## config.mk

```make
export PLATFORM = sky130hd
export DESIGN_NAME = sar_logic
export DESIGN_NICKNAME = d
export VERILOG_FILES = /design/src/rtl/sar_pkg.sv /design/src/rtl/sar_cmp_sync.sv /design/src/rtl/sar_logic.sv
export SDC_FILE = /design/constraint.sdc
export NUM_CORES = 1
export LEC_CHECK = 0
export ABC_AREA = 1
export BUFFER_PORTS_ARGS = -buffer_cell sky130_fd_sc_hd__buf_4
export CORE_MARGIN = 10
export CORE_UTILIZATION = 40
export CTS_CLUSTER_SIZE = 28
export DETAILED_ROUTE_END_ITERATION = 10
export PLACE_DENSITY = 0.59
export SYNTH_ARGS = -nofsm -noshare
export SYNTH_HDL_FRONTEND = slang
export SYNTH_SLANG_ARGS = --single-unit
```

## constraint.sdc

```tcl
create_clock -name clk -period 3.6 [get_ports clk]
set_clock_uncertainty 0.1 [all_clocks]
set_input_delay 0.54 -clock clk [delete_from_list [all_inputs] [get_ports clk]]
set_output_delay 0.54 -clock clk [all_outputs]
set_load 0.01 [all_outputs]
```

## src/rtl/sar_pkg.sv

```systemverilog
// Shared definitions for the SAR controller: state encoding and the
// counter-width helper used to size the phase/timeout counter.
package sar_pkg;

    localparam logic [2:0] IDLE    = 3'd0;
    localparam logic [2:0] SAMPLE  = 3'd1;
    localparam logic [2:0] SETTLE  = 3'd2;
    localparam logic [2:0] COMPARE = 3'd3;
    localparam logic [2:0] RECOVER = 3'd4;
    localparam logic [2:0] DONE    = 3'd5;

    // Width of the shared phase counter: wide enough to hold the largest
    // cycle parameter, plus one bit of headroom.
    function automatic int cnt_width(input int a, input int b, input int c);
        int m;
        m = a;
        if (b > m) m = b;
        if (c > m) m = c;
        return $clog2(m) + 1;
    endfunction

endpackage

```

## src/rtl/sar_cmp_sync.sv

```systemverilog
// Capture stage for the comparator's differential decision.
// Default: one register stage. With SAR_CMP_SYNC_EN defined: a two-flop
// synchronizer. A decision is valid only when Outp and Outn differ; both
// high (precharge) or both low carries no information.
module sar_cmp_sync (
    input  logic clk,
    input  logic rst_n,
    input  logic cmp_outp,
    input  logic cmp_outn,
    output logic cmp_valid,
    output logic cmp_bit
);

    logic outp_r;
    logic outn_r;

`ifdef SAR_CMP_SYNC_EN
    logic meta_p_r;
    logic meta_n_r;

    // Two-flop synchronizer on both comparator rails.
    always_ff @(posedge clk or negedge rst_n) begin
        if (!rst_n) begin
            meta_p_r <= 1'b0;
            meta_n_r <= 1'b0;
            outp_r   <= 1'b0;
            outn_r   <= 1'b0;
        end else begin
            meta_p_r <= cmp_outp;
            meta_n_r <= cmp_outn;
            outp_r   <= meta_p_r;
            outn_r   <= meta_n_r;
        end
    end
`else
    // Single register stage on both comparator rails.
    always_ff @(posedge clk or negedge rst_n) begin
        if (!rst_n) begin
            outp_r <= 1'b0;
            outn_r <= 1'b0;
        end else begin
            outp_r <= cmp_outp;
            outn_r <= cmp_outn;
        end
    end
`endif

    assign cmp_valid = outp_r ^ outn_r;
    assign cmp_bit   = outp_r;

endmodule

```

## src/rtl/sar_logic.sv

```systemverilog
// SAR conversion controller: sample, then per bit settle the CDAC, clock
// the comparator, take its decision (or force 0 on timeout) and precharge.
// All outputs are registered from the next-state values so that they line
// up exactly with the state they describe.
// Optional build macro: SAR_CMP_SYNC_EN (two-flop comparator synchronizer).
module sar_logic
    import sar_pkg::*;
#(
    parameter int NBITS          = 8,
    parameter int SAMPLE_CYCLES  = 4,
    parameter int SETTLE_CYCLES  = 2,
    parameter int TIMEOUT_CYCLES = 8
) (
    input  logic             clk,
    input  logic             rst_n,
    input  logic             start,
    input  logic             cmp_outp,
    input  logic             cmp_outn,
    output logic             cmp_clk,
    output logic             sample,
    output logic [NBITS-1:0] dac_code,
    output logic [NBITS-1:0] data,
    output logic             done,
    output logic             busy,
    output logic             err
);

    localparam int CNT_W = cnt_width(SAMPLE_CYCLES, SETTLE_CYCLES, TIMEOUT_CYCLES);
    localparam int IDX_W = (NBITS > 1) ? $clog2(NBITS) : 1;

    logic [2:0]       state_r,  state_nxt_s;
    logic [CNT_W-1:0] cnt_r,    cnt_nxt_s;
    logic [IDX_W-1:0] idx_r,    idx_nxt_s;
    logic [NBITS-1:0] code_r,   code_nxt_s;
    logic             err_r,    err_nxt_s;
    logic             cmp_valid_s;
    logic             cmp_bit_s;

    logic             cmp_clk_r;
    logic             sample_r;
    logic [NBITS-1:0] dac_r;
    logic [NBITS-1:0] data_r;
    logic             done_r;
    logic             busy_r;

    sar_cmp_sync u_cmp_sync (
        .clk       (clk),
        .rst_n     (rst_n),
        .cmp_outp  (cmp_outp),
        .cmp_outn  (cmp_outn),
        .cmp_valid (cmp_valid_s),
        .cmp_bit   (cmp_bit_s)
    );

    // Next-state, phase counter, bit index and trial-code computation.
    always_comb begin
        state_nxt_s = state_r;
        cnt_nxt_s   = cnt_r;
        idx_nxt_s   = idx_r;
        code_nxt_s  = code_r;
        err_nxt_s   = err_r;
        case (state_r)
            IDLE: begin
                if (start) begin
                    state_nxt_s = SAMPLE;
                    cnt_nxt_s   = CNT_W'(1);
                    idx_nxt_s   = IDX_W'(NBITS - 1);
                    code_nxt_s  = '0;
                end else begin
                    state_nxt_s = IDLE;
                end
            end
            SAMPLE: begin
                if (cnt_r == CNT_W'(SAMPLE_CYCLES)) begin
                    state_nxt_s        = SETTLE;
                    cnt_nxt_s          = CNT_W'(1);
                    code_nxt_s         = '0;
                    code_nxt_s[idx_r]  = 1'b1;
                end else begin
                    cnt_nxt_s = cnt_r + CNT_W'(1);
                end
            end
            SETTLE: begin
                if (cnt_r == CNT_W'(SETTLE_CYCLES)) begin
                    state_nxt_s = COMPARE;
                    cnt_nxt_s   = CNT_W'(1);
                end else begin
                    cnt_nxt_s = cnt_r + CNT_W'(1);
                end
            end
            COMPARE: begin
                // A real decision wins even on the last allowed cycle.
                if (cmp_valid_s) begin
                    code_nxt_s[idx_r] = cmp_bit_s;
                    state_nxt_s       = RECOVER;
                end else if (cnt_r == CNT_W'(TIMEOUT_CYCLES)) begin
                    code_nxt_s[idx_r] = 1'b0;
                    err_nxt_s         = 1'b1;
                    state_nxt_s       = RECOVER;
                end else begin
                    cnt_nxt_s = cnt_r + CNT_W'(1);
                end
            end
            RECOVER: begin
                if (idx_r == IDX_W'(0)) begin
                    state_nxt_s = DONE;
                end else begin
                    idx_nxt_s             = idx_r - IDX_W'(1);
                    code_nxt_s[idx_nxt_s] = 1'b1;
                    cnt_nxt_s             = CNT_W'(1);
                    state_nxt_s           = SETTLE;
                end
            end
            DONE: begin
                state_nxt_s = IDLE;
            end
            default: begin
                // Unreachable encodings fall back to a safe idle.
                state_nxt_s = IDLE;
                cnt_nxt_s   = '0;
                idx_nxt_s   = '0;
                code_nxt_s  = '0;
            end
        endcase
    end

    // State, datapath and registered output update.
    always_ff @(posedge clk or negedge rst_n) begin
        if (!rst_n) begin
            state_r   <= IDLE;
            cnt_r     <= '0;
            idx_r     <= '0;
            code_r    <= '0;
            err_r     <= 1'b0;
            cmp_clk_r <= 1'b0;
            sample_r  <= 1'b0;
            dac_r     <= '0;
            data_r    <= '0;
            done_r    <= 1'b0;
            busy_r    <= 1'b0;
        end else begin
            state_r   <= state_nxt_s;
            cnt_r     <= cnt_nxt_s;
            idx_r     <= idx_nxt_s;
            code_r    <= code_nxt_s;
            err_r     <= err_nxt_s;
            cmp_clk_r <= (state_nxt_s == COMPARE);
            sample_r  <= (state_nxt_s == SAMPLE);
            done_r    <= (state_nxt_s == DONE);
            busy_r    <= (state_nxt_s != IDLE);
            if (state_nxt_s inside {SETTLE, COMPARE, RECOVER, DONE}) begin
                dac_r <= code_nxt_s;
            end else begin
                dac_r <= '0;
            end
            if (state_nxt_s == DONE) begin
                data_r <= code_nxt_s;
            end else begin
                data_r <= data_r;
            end
        end
    end

    assign cmp_clk  = cmp_clk_r;
    assign sample   = sample_r;
    assign dac_code = dac_r;
    assign data     = data_r;
    assign done     = done_r;
    assign busy     = busy_r;
    assign err      = err_r;

endmodule

```

==> impl_results.md <==
- Total CTS buffers: 5
- Placed Cells: 385
- Final Hold Viols: 0
- H-Tree Depth: 2
- Pwr dens: 764 mW/mm^2
- Run status: finished, final reports clean
- Die W: 93.9 um
- Core area: 0.00520 mm^2
- Residual DRC: 0
- RR Endpoint: cmp_clk$_DFF_PN0_
- Main synth FF type: dfrtp_1
- Syn Inst Count: 293
- CP Capture Type: flip-flop
- Post CTS Setup Buffer Count: 0
- Cell area after synthesis: 0.00218 mm^2
- Max Fclk: 496 MHz
- Row count: 26
- GRT overflow: 0
- Fin nets: 332
- Peak supply drop: 0.461 mV
- Clock buffer depth: 2
- Post-CTS Hold Buffers: 0
- ANT nets after route: 0
- RD Place Congestion: 0.840
- Ys async rst share: 100%
- Fraction of layout cells with a size suffix above 1: 15.2%
- FF+latch count, synth: 41
- Area of the die: 0.00881 mm^2
- Routed wire per std cell: 12.4 um
- Post-Syn Nets: 303
- Leak: 1.38 nW
- Slew Viols, Final: 0
- Initial antenna violation count: 0
- Number of unique standard cell types used by synthesis: 26
- Top-count cell post-synth: nand2_1
- Actual slew at the worst max-slew pin: 0.509 ns
- DPL Wire Length: 3650 um
- Root buffer cell: clkbuf_8
- Synth area leaders: dfrtp_1, nand2_1, inv_1
- R2R setup slack: 1.59 ns
- Global-route wire length before repair: 8740 um
- I/O Buffers: 25
- Finish-stage setup viols: 0
- Hold Path Class: in2async
- Worst-path clk slew: 0.08 ns
- Syn. warnings: 0
- Synth-to-Final Area Change: 16.3%
- CTS tree: yes
- Post-Syn Area per Cell: 7.45 um^2
- RSZ-0062 raised after global routing: false
- CP max FO: 12
- Via count: 1820
- RR Startpoint: idx_r[0]$_DFFE_PN0P_
- Data arrival, critical path: 2.10 ns
- Post-CTS sizing: 0
- Setup TNS: 0 ns
- EDFF count, synth: 0
- Fin crit share: 56.0%
- Max cap viols: 0
- Routed WL: 4880 um
- Die Height: 93.9 um
- Tot GR Track Use: 12.1%
- CTS Sinks: 41
- CP required: 3.68 ns
- Reg2reg path depth: 9
- Pin count of the biggest net entering global routing: 42
- Top cells by count, synth: nand2_1, dfrtp_1, inv_1
- Sequential share of the synthesized area: 47.0%
- Relative slew slack: 66.1%
- Worst setup SP type: flip-flop
- Antenna Diode Count: 0
- Fill cells: 528
- Layout Cells excl Fill: 393
- Post-route minimum period: 2.01 ns
- Drt pass-1 iters: 4
- I/O pin count: 26
- Initial DRC count: 103
- Vias in the first global route: 1816
- Post-synth top area cell: dfrtp_1
- Share of the synthesized area in the top cell type: 47.0%
- Crit path kind: reg2reg
- Clk_lat worst skew: 0.29 ns
- Routed vias/inst: 4.63
- Initial core utilization: 41.9%
[layout by cell type, fill, tap and decap left out, types with 2 or more instances in the layout]
cell / n
o21ai_0: 9
inv_2: 3
ha_1: 5
a21oi_1: 10
nor2_1: 8
clkbuf_8: 7
nand3_1: 24
nor2_4: 3
buf_4: 25
nand2_1: 121
inv_1: 41
nor3_1: 5
nor2_2: 2
nand2_2: 3
nand4_1: 5
dfrtp_1: 41
[per-stage QoR]
step | instance area, um^2 | total power, mW | hold slack [ns] | utilization [%] | setup WS [ns]
after floorplan | 2180 | 1.34 | 0.144 | - | 1.97
after global placement | 2440 | 1.63 | 0.369 | 46.9 | 1.59
after detailed placement | 2440 | 1.62 | 0.367 | 46.9 | 1.59
after CTS | 2540 | 1.96 | 0.138 | 48.8 | 1.55
after global routing | 2540 | 2.14 | 0.154 | 48.8 | 1.35
final | 2540 | 1.94 | 0.116 | 48.8 | 1.59
[how the worst max path moves through the flow]
stage	from	endpoint	slack [ns]	cells past startpoint
6_report	idx_r[0]$_DFFE_PN0P_	cmp_clk$_DFF_PN0_	1.59	9
5_1_grt	idx_r[0]$_DFFE_PN0P_	cmp_clk$_DFF_PN0_	1.35	9
4_1_cts	idx_r[0]$_DFFE_PN0P_	dac_code[3]$_DFF_PN0_	1.55	8
3_5_place_dp	idx_r[0]$_DFFE_PN0P_	cmp_clk$_DFF_PN0_	1.59	9
3_3_place_gp	idx_r[0]$_DFFE_PN0P_	cmp_clk$_DFF_PN0_	1.59	9
2_1_floorplan	idx_r[0]$_DFFE_PN0P_	idx_r[0]$_DFFE_PN0P_	1.97	8
[kinds of logic after synthesis]
kind of cell | Yosys count | synth area share (%)
AO/OA/AOI/OAI | 22 | 5.62
XOR/XNOR | 1 | 0.401
flip-flops | 41 | 47.0
buffers and inverters | 47 | 8.48
adder cells (fa/ha/maj) | 5 | 2.87
AND/OR/NAND/NOR | 177 | 35.6
[routing by layer]
layer	share of wire [%]	up-vias	global-route usage, %
li1	-	967	-
met1	48	806	15.4
met2	45	43	19.3
met3	6.6	4	4.00
met4	0.64	0	3.04
met5	0	-	0
[power breakdown]
part | switching [mW] | internal [mW] | total, mW | leakage, nW
Clock | 0.155 | 0.173 | 0.329 | 0.0542
Combinational | 0.608 | 0.322 | 0.930 | 0.812
Sequential | 0.105 | 0.576 | 0.681 | 0.517
Total | 0.869 | 1.07 | 1.94 | 1.38
[state kept, by name, indices dropped and copies added, names as in the netlist]
name and count:
u_cmp_sync.cmp_bit 1, err 1, cmp_clk 1, done 1, code_r 8, busy 1
data 8, cnt_r 4, idx_r 3, dac_code 8, sample 1, state_r 3
u_cmp_sync.outn_r 1
[layout make-up]
| class | count | area, um^2 | area share [%] |
|---|---|---|---|
| Timing Repair Buffer | 25 | 188 | 7.39 |
| Inverter | 44 | 165 | 6.50 |
| Clock inverter | 1 | 5.00 | 0.197 |
| Tap cell | 70 | 87.6 | 3.45 |
| Sequential cell | 41 | 1030 | 40.4 |
| Multi-Input combinational cell | 205 | 972 | 38.3 |
| Clock buffer | 7 | 96.3 | 3.79 |
[worst max-delay path, stage by stage, from the launching register on]
cell	delay, ns
dfrtp_1	0.45
inv_1	0.16
ha_1	0.26
inv_1	0.06
nor2_1	0.06
nand2_2	0.27
nand3_1	0.13
nor3_2	0.20
inv_1	0.08
and2_1	0.14
No activity file was read; power rests on OpenSTA's default activity.
